File: src/rtl/ram_fifo_ctrl.sv
// FIFO controller driving an external simple dual-port RAM with a 1-cycle synchronous read.
// Define RAM_FIFO_CTRL_ALMOST_FLAGS_EN to add the o_almost_full / o_almost_empty outputs.
module ram_fifo_ctrl #(
    parameter int unsigned ADDR_WIDTH = 4,
    parameter int unsigned DATA_WIDTH = 8,
    parameter int unsigned AF_LEVEL   = 2**ADDR_WIDTH - 2
) (
    input  logic                  i_clk,
    input  logic                  i_rst_n,
    input  logic                  i_wr_valid,
    input  logic [DATA_WIDTH-1:0] i_wr_data,
    output logic                  o_wr_ready,
    input  logic                  i_rd_en,
    output logic                  o_rd_valid,
    output logic [DATA_WIDTH-1:0] o_rd_data,
    output logic                  o_full,
    output logic                  o_empty,
    output logic [ADDR_WIDTH:0]   o_count,
    output logic                  o_overflow,
    output logic                  o_underflow,
`ifdef RAM_FIFO_CTRL_ALMOST_FLAGS_EN
    output logic                  o_almost_full,
    output logic                  o_almost_empty,
`endif
    output logic [DATA_WIDTH-1:0] o_ram_dina,
    output logic [ADDR_WIDTH-1:0] o_ram_addra,
    output logic                  o_ram_ena,
    output logic                  o_ram_wea,
    output logic [DATA_WIDTH-1:0] o_ram_dinb,
    output logic [ADDR_WIDTH-1:0] o_ram_addrb,
    output logic                  o_ram_enb,
    output logic                  o_ram_web,
    input  logic [DATA_WIDTH-1:0] i_ram_doutb
);

    localparam int unsigned DEPTH   = 2**ADDR_WIDTH;
    localparam int unsigned CNT_W   = ADDR_WIDTH + 1;

    logic [ADDR_WIDTH-1:0] wr_ptr;
    logic [ADDR_WIDTH-1:0] rd_ptr;
    logic [CNT_W-1:0]      count;
    logic                  rd_valid;
    logic                  overflow;
    logic                  underflow;
    logic                  wr_acc;
    logic                  rd_acc;

    // Status flags are decoded from the registered occupancy only.
    always_comb begin
        o_count     = count;
        o_empty     = (count == CNT_W'(0));
        o_full      = (count == CNT_W'(DEPTH));
        o_wr_ready  = !o_full;
        o_rd_valid  = rd_valid;
        o_overflow  = overflow;
        o_underflow = underflow;
    end

    // Reset gates acceptance so no RAM enable can fire while held in reset.
    always_comb begin
        wr_acc = i_rst_n && i_wr_valid && !o_full;
        rd_acc = i_rst_n && i_rd_en && !o_empty;
    end

    always_comb begin
        o_ram_ena   = wr_acc;
        o_ram_wea   = wr_acc;
        o_ram_addra = wr_ptr;
        o_ram_dina  = i_wr_data;
        o_ram_enb   = rd_acc;
        o_ram_addrb = rd_ptr;
        o_ram_web   = 1'b0;
        o_ram_dinb  = '0;
    end

    // RAM output is only presented while a popped word is valid.
    always_comb begin
        o_rd_data = rd_valid ? i_ram_doutb : '0;
    end

`ifdef RAM_FIFO_CTRL_ALMOST_FLAGS_EN
    always_comb begin
        o_almost_full  = (count >= CNT_W'(AF_LEVEL));
        o_almost_empty = (count <= CNT_W'(1));
    end
`endif

    always_ff @(posedge i_clk or negedge i_rst_n) begin
        if (!i_rst_n) begin
            wr_ptr    <= '0;
            rd_ptr    <= '0;
            count     <= '0;
            rd_valid  <= 1'b0;
            overflow  <= 1'b0;
            underflow <= 1'b0;
        end else begin
            if (wr_acc) begin
                wr_ptr <= wr_ptr + ADDR_WIDTH'(1);
            end
            if (rd_acc) begin
                rd_ptr <= rd_ptr + ADDR_WIDTH'(1);
            end
            if (wr_acc && !rd_acc) begin
                count <= count + CNT_W'(1);
            end else if (rd_acc && !wr_acc) begin
                count <= count - CNT_W'(1);
            end
            rd_valid  <= rd_acc;
            overflow  <= i_wr_valid && o_full;
            underflow <= i_rd_en && o_empty;
        end
    end

endmodule
File: config.mk
export PLATFORM = sky130hd
export DESIGN_NAME = ram_fifo_ctrl
export DESIGN_NICKNAME = d
export VERILOG_FILES = /design/src/rtl/ram_fifo_ctrl.sv
export SDC_FILE = /design/constraint.sdc
export NUM_CORES = 1
export LEC_CHECK = 0
export CAP_MARGIN = 20
export CORE_MARGIN = 5
export CORE_UTILIZATION = 34
export CTS_BUF_LIST = sky130_fd_sc_hd__clkbuf_2
export CTS_CLUSTER_DIAMETER = 50
export CTS_CLUSTER_SIZE = 40
export DETAILED_ROUTE_END_ITERATION = 8
export PLACE_DENSITY = 0.82
export SYNTH_ARGS = -nofsm -noshare
export SYNTH_HDL_FRONTEND = slang
export SYNTH_SLANG_ARGS = --single-unit
File: constraint.sdc
create_clock -name i_clk -period 2.6 [get_ports i_clk]
set_input_delay 0.39 -clock i_clk [delete_from_list [all_inputs] [get_ports i_clk]]
set_output_delay 0.39 -clock i_clk [all_outputs]
set_load 0.03 [all_outputs]
==> metrics.cfg, run 1 <==
[cells_and_area]
drive_gt1_share_pct=26.28
seq_area_um2=404.1
syn_to_final_growth_pct=52.98
final_nets=184
stdcell_count=200
fillers=270
n_antenna_cell=0
multi_input_area_um2=604.3

[sta]
max_freq_ghz=0.3755
finClkSkew_ns=0.02184
rsz0062_at_grt=yes
period_share_pct=102.4
finalSetupViolCount=2
worst_slack_ns=-0.06327
period_needed_ns=2.663
finalHoldViolCount=0
drv_slew=0

[clock_tree]
cts_made_buffers=3
htreeDepth=1
cts.sinks=16
clk_latency_ns=0.30
cts_root_buffer=clkbuf_2
clkTransAtPathRegs_ns=0.18
cts_tree=done
clockBufferDepth=2

[route]
drt_wl_total_um=3001
firstDrtPassIters=4
m1WireLength_um=1024
routed.top_layer=met4
via_count=933
wire_per_inst_um=15.01
met3_length_um=241
first_iter_violations=28
antenna_left=0
vias_per_cell=4.665
wl_met2_um=1681
route.detailed.drc=0

[die]
core_mm2=0.003028
num_io_pins=67
die_area_mm2=0.004377
num_rows=20
die_w_um=66.16
start_util_pct=35.41
fp.dieH_um=66.16

[flow_run]
drv_cap=0

[worst_setup_path]
crit_path_end_kind=flip-flop
worst_ep_required_time_ns=2.78
worstPathArrival_ns=2.84
critPathKind=flip-flop to flip-flop
critPathLaunchType=flip-flop
crit_fanout=7
worst-r2r-setup-slack_ns=-0.06

[place]
dp_slack_ns=-0.05744
place_hpwl_um=2382
place_congestion=0.7613
dp.cells=187
io_buffers=41

[power]
pwr-share-clk_pct=6.7
max-vdd-ir-drop_mv=0.3378
pwr-share-seq_pct=26.0
p_sw_share_pct=46.84
comb_power_share_pct=67.3
power.internal_uw=976.5
cellPowerDensity_mw_per_mm2=1120
p_sw_uw=860.4
leakagePower_nw=0.7084

[synth]
yosys_warnings=0
ys_seq_area_share_pct=37.34
synth_cell_type_count=33
syn_area_mm2=0.001072
synth_seq_cells=16
syn-instance-count=105
postSynthAreaPerCell_um2=10.21

[run_status]
violations=negative setup slack
run_status=finished with violations

[global_routing]
grt_overflow=0
grt_pass1_wl_um=4719
grt_max_degree=19
antenna_found_initial=0
grt_usage_pct=14.30
grt_pass1_vias=978

[worst_hold_path]
hold_class=primary input to asynchronous set/reset pin

through the flow:
stage	hold WS (ns)	cell area, µm²	util [%]	power, mW	setup TNS, ns
CTS	0.3782	1608	53.10	1.823	-0.03337
finish	0.3903	1640	54.17	1.837	-0.07252
floorplan	0.09441	1150	-	1.201	-0.1131
global route	0.3775	1640	54.17	1.970	-0.2271
global placement	0.4582	1533	50.62	1.592	0
detailed placement	0.4801	1533	50.62	1.657	-0.05744
final cells by class:
type                    count  share of cell area [%]
clock buffers               4                   1.220
inverters                   4                   1.144
multi-input cells          73                   36.84
flip-flops and latches     16                   24.64
well taps                  44                   3.356
repair buffers             59                   32.80
Yosys cell counts:
cell,number,area [µm²]
o211ai_4,1,21.27
nor3b_1,2,15.01
and3_1,1,6.260
a2111o_1,1,11.26
conb_1,1,3.750
fa_1,1,20.02
xnor2_1,5,43.79
and2_1,10,62.56
nand3_1,5,25.02
o2111ai_1,1,8.760
nand2_1,3,11.26
nor3_1,1,5.000
or4_4,1,11.26
xor2_1,3,26.28
nand3b_1,1,7.510
mux2_2,2,22.52
dfrtp_1,16,400.4
nor4_2,1,12.51
buf_4,18,135.1
mux2i_1,1,10.01
nor2_1,1,3.750
o211ai_1,3,22.52
ha_1,6,75.07
mux2_1,1,11.26
and4_1,1,8.760
a21oi_1,6,30.03
buf_1,1,3.750
or3_1,1,6.260
o21ai_0,2,10.01
inv_1,4,15.01
clkbuf_1,1,3.750
or4_1,2,15.01
a211oi_1,1,7.510
final timing paths:
kind | from | end | cells after the start
max in group asynchronous | i_rst_n | o_ram_addra[0] | 3
min in group i_clk | o_ram_addra[3] | o_ram_addra[3] | 1
worst max-delay path | o_count[3] | o_count[4] | 8
worst max register to register | o_count[3] | o_count[4] | 8
worst min-delay path | i_rst_n | o_ram_addra[3] | 2
worst min register to register | o_ram_addra[3] | o_ram_addra[3] | 1
cell usage in the layout (no fill, tap or decap), types with 2 or more instances in the layout:
cell type	count
nand2_1	3
inv_1	3
or4_4	2
buf_4	21
ha_1	3
ha_4	3
clkbuf_2	4
nor3b_1	2
o211ai_1	3
nand3_1	5
o21ai_0	2
a21oi_2	2
dfrtp_2	3
dfrtp_1	13
mux2_2	2
and2_1	10
xor2_1	3
dlygate4sd2_1	2
conb_1	9
a21oi_1	4
xnor2_1	5
clkdlybuf4s50_1	35
timing repair:
action / 4_1_cts / 5_1_grt
pin swaps: 1 / 0
hold buffers: 0 / 0
endpoints found under the setup margin: 4 / 3
buffers inserted: 5 / 4
gates resized for setup: 6 / 1
power groups by stage:
stage                     registers, mW  clock network, mW  logic [mW]
final                             0.478              0.123        1.24
after CTS                         0.487              0.124        1.21
after detailed placement          0.490                  0        1.17
after global routing              0.499              0.135        1.34
after global placement            0.476                  0        1.12
after floorplan                   0.711                  0       0.490
critical path, stage by stage (launching register included):
cell,delay (ns)
dfrtp_2,0.44
or4_4,0.57
o211ai_4,0.20
ha_4,0.18
clkinvlp_4,0.16
ha_4,0.28
or4_4,0.49
o211ai_1,0.12
o211ai_1,0.10
layer usage:
metal / global-route usage (%) / vias to the layer above
li1: - / 443
met1: 13.47 / 445
met2: 28.50 / 41
met3: 3.401 / 4
met4: 6.091 / 0
met5: 0 / -
state kept, by name (all words and copies together) (netlist names):
register and cells:
o_ram_addra 4, o_rd_valid 1, o_ram_addrb 4, o_underflow 1
o_count 5, o_overflow 1
cells by family after synthesis:
logic type / share of synthesized area, %
compound gates: 10.39
xor+xnor: 6.535
fa+ha+maj: 8.868
buf+inv: 14.70
flops: 37.34
mux: 4.084
other cells: 0.3497
simple gates: 17.74
No activity file was read; power rests on OpenSTA's default activity.
==> inputs of run 2 (changes only) <==
==> constraint.sdc (replaced) <==
create_clock -name i_clk -period 2.6 [get_ports i_clk]
set_input_delay 0.39 -clock i_clk [delete_from_list [all_inputs] [get_ports i_clk]]
set_output_delay 0.39 -clock i_clk [all_outputs]
set_load 0.005 [all_outputs]
==> run 2 against run 1 <==
Compared with the run above:
- the flow now finishes without violations
- first-iteration DRC count is 39% lower
- maximum frequency up 2.9%
- clock power shrank 11%
- power is 19% lower
- via count down 4.0%
- hold slack gained 0.055 ns
- global-route usage decreased by 2.6 points
- non-clock buffer count down 5
- die area stayed put
- combinational power decreased by 26%
- critical path depth grew 1
- final cell count fell by 2.5%
- highest routed layer unchanged
==> metrics.cfg, run 2 (synthesized netlist as in run 1, its figures left out) <==
[worst_setup_path]
worstPathArrival_ns=2.76  ; was 2.84 ns
max_stage_delay_ns=0.58  ; was 0.57 ns
critPathLaunchType=flip-flop  ; unchanged
crit_path_cell_trace=or4_4 -> o211ai_4 -> ha_4 -> inv_1 -> fa_1 -> buf_4 -> nand3_1 -> a2111o_1 -> o211ai_1  ; was or4_4 -> o211ai_4 -> ha_4 -> clkinvlp_4 -> ha_4 -> or4_4 -> o211ai_1 -> o211ai_1
worst_ep_required_time_ns=2.77  ; was 2.78 ns
crit_path_end_kind=flip-flop  ; unchanged
crit_slowest_cell=or4_4  ; unchanged
critPathKind=flip-flop to flip-flop  ; unchanged
crit_fanout=5  ; was 7

[route]
vias_per_cell=4.595  ; was 4.665
via_count=896  ; was 933
firstDrtPassIters=2  ; was 4
route.detailed.drc=0  ; unchanged
antenna_left=0  ; unchanged
wire_per_inst_um=13.18  ; was 15.01 µm
first_iter_violations=17  ; was 28
drt_wl_total_um=2570  ; was 3001 µm

[clock_tree]
htreeDepth=1  ; unchanged
cts_setup_buffers=0  ; was 5
clkTransAtPathRegs_ns=0.15  ; was 0.18 ns
cts_root_buffer=clkbuf_2  ; unchanged
clk_latency_ns=0.27  ; was 0.30 ns
cts_made_buffers=3  ; unchanged
cts.sinks=16  ; unchanged
cts-resized-gates=1  ; was 6
cts_hold_buf=0  ; unchanged
cts_tree=done  ; unchanged
clockBufferDepth=2  ; unchanged

[sta]
period_needed_ns=2.588  ; was 2.663 ns
period_share_pct=99.55  ; was 102.4%
worst_slack_ns=0.01169  ; was -0.06327 ns
finalHoldViolCount=0  ; unchanged
drv_slew=0  ; unchanged
max_freq_ghz=0.3864  ; was 0.3755 GHz
finalSetupViolCount=0  ; was 2
finClkSkew_ns=0.001849  ; was 0.02184 ns
rsz0062_at_grt=yes  ; unchanged

[cells_and_area]
final_cell_mix=clkdlybuf4s50_1 (41), dfrtp_1 (16), buf_4 (13), and2_1 (10), conb_1 (9)  ; was clkdlybuf4s50_1 (35), buf_4 (21), dfrtp_1 (13), and2_1 (10), conb_1 (9)
largest_reg_flops=5  ; unchanged
fin_util_pct=52.27  ; was 54.17%
syn_to_final_growth_pct=47.61  ; was 52.98%
final_common_cell=clkdlybuf4s50_1  ; unchanged
drive_gt1_share_pct=16.56  ; was 26.28%
final_nets=179  ; was 184
n_antenna_cell=0  ; unchanged

[global_routing]
grt_pass1_vias=881  ; was 978
met3_usage_pct=3.741  ; was 3.401%
grt_usage_pct=11.74  ; was 14.30%
grt_pass1_wl_um=4077  ; was 4719 µm
grt-busiest-layer=met2  ; unchanged
met1_usage_pct=11.57  ; was 13.47%
antenna_found_initial=0  ; unchanged
grt_overflow=0  ; unchanged
grt_max_degree=19  ; unchanged
grt_use_met2_pct=22.80  ; was 28.50%

[die]
die_w_um=66.16  ; unchanged
die_area_mm2=0.004377  ; unchanged
start_util_pct=35.41  ; unchanged
num_io_pins=67  ; unchanged
num_rows=20  ; unchanged
fp.dieH_um=66.16  ; unchanged
core_mm2=0.003028  ; unchanged

[place]
io_buffers=41  ; unchanged
place_congestion=0.7540  ; was 0.7613
dp_slack_ns=-0.1001  ; was -0.05744 ns
place_hpwl_um=2197  ; was 2382 µm

[worst_hold_path]
hold_class=primary input to asynchronous set/reset pin  ; unchanged

[power]
max-vdd-ir-drop_mv=0.2801  ; was 0.3378 mV
leakagePower_nw=0.6622  ; was 0.7084 nW
cellPowerDensity_mw_per_mm2=935.9  ; was 1120 mW/mm²
power.total_mw=1.481  ; was 1.837 mW

[run_status]
run_status=finished clean  ; was finished with violations

[flow_run]
drv_cap=0  ; unchanged

-- run 2: cell types whose count changed in the layout (fill, tap and decap cells not counted), moves of 2 or more --
cell,before,now
dfrtp_2,3,0
dlygate4sd2_1,2,0
dfrtp_1,13,16
buf_4,21,13
clkdlybuf4s50_1,35,41
-- run 2: worst max-delay path: cells and delay by family, from the launching register on --
family | cells | cell delay [ns]
compound gates | 3 | 0.49
flops | 1 | 0.41
fa+ha+maj | 2 | 0.61
simple gates | 2 | 0.68
buf+inv | 2 | 0.29
-- run 2: worst paths after layout --
path / from / end / slack, ns / depth (start not counted)
max in group asynchronous: i_rst_n / o_rd_valid / 1.90 / 2
worst min-delay path: i_rst_n / o_count[4] / 0.44 / 2
worst max-delay path: o_count[1] / o_count[4] / 0.01 / 9
worst max register to register: o_count[1] / o_count[4] / 0.01 / 9
min in group i_clk: o_ram_addra[3] / o_ram_addra[3] / 0.48 / 1
worst min register to register: o_ram_addra[3] / o_ram_addra[3] / 0.48 / 1
-- run 2: stage by stage --
step | setup TNS, ns | hold WS, ns | std cells | cell area (µm²)
after global routing | -0.1445 | 0.4224 | 195 | 1583
final | 0 | 0.4449 | 195 | 1583
after CTS | 0 | 0.4361 | 195 | 1583
after detailed placement | -0.1251 | 0.4565 | 191 | 1560
after floorplan | -0.01180 | 0.09441 | 113 | 1140
after global placement | -0.04036 | 0.4543 | 191 | 1560
-- run 2: metal layers --
layer / vias to the layer above / routed length (µm) / share of wire (%)
met2: 38 / 1323 / 51
met4: 0 / 8 / 0.31
met1: 423 / 936 / 36
li1: 433 / - / -
met5: - / 0 / 0
met3: 2 / 301 / 12
-- run 2: area by class of cell --
class	count	area [µm²]
clock buffer	3	15.01
clock inverter	1	3.754
fill	290	1445
inverter	4	15.01
multi-input combinational	73	585.6
sequential	16	400.4
tap	44	55.05
timing repair buffer	54	508.0
-- run 2: where the power goes --
part	switching, mW	leakage [nW]	internal (mW)
combinational	0.371	0.452	0.549
sequential	0.0933	0.196	0.359
clock	0.0756	0.0140	0.0335
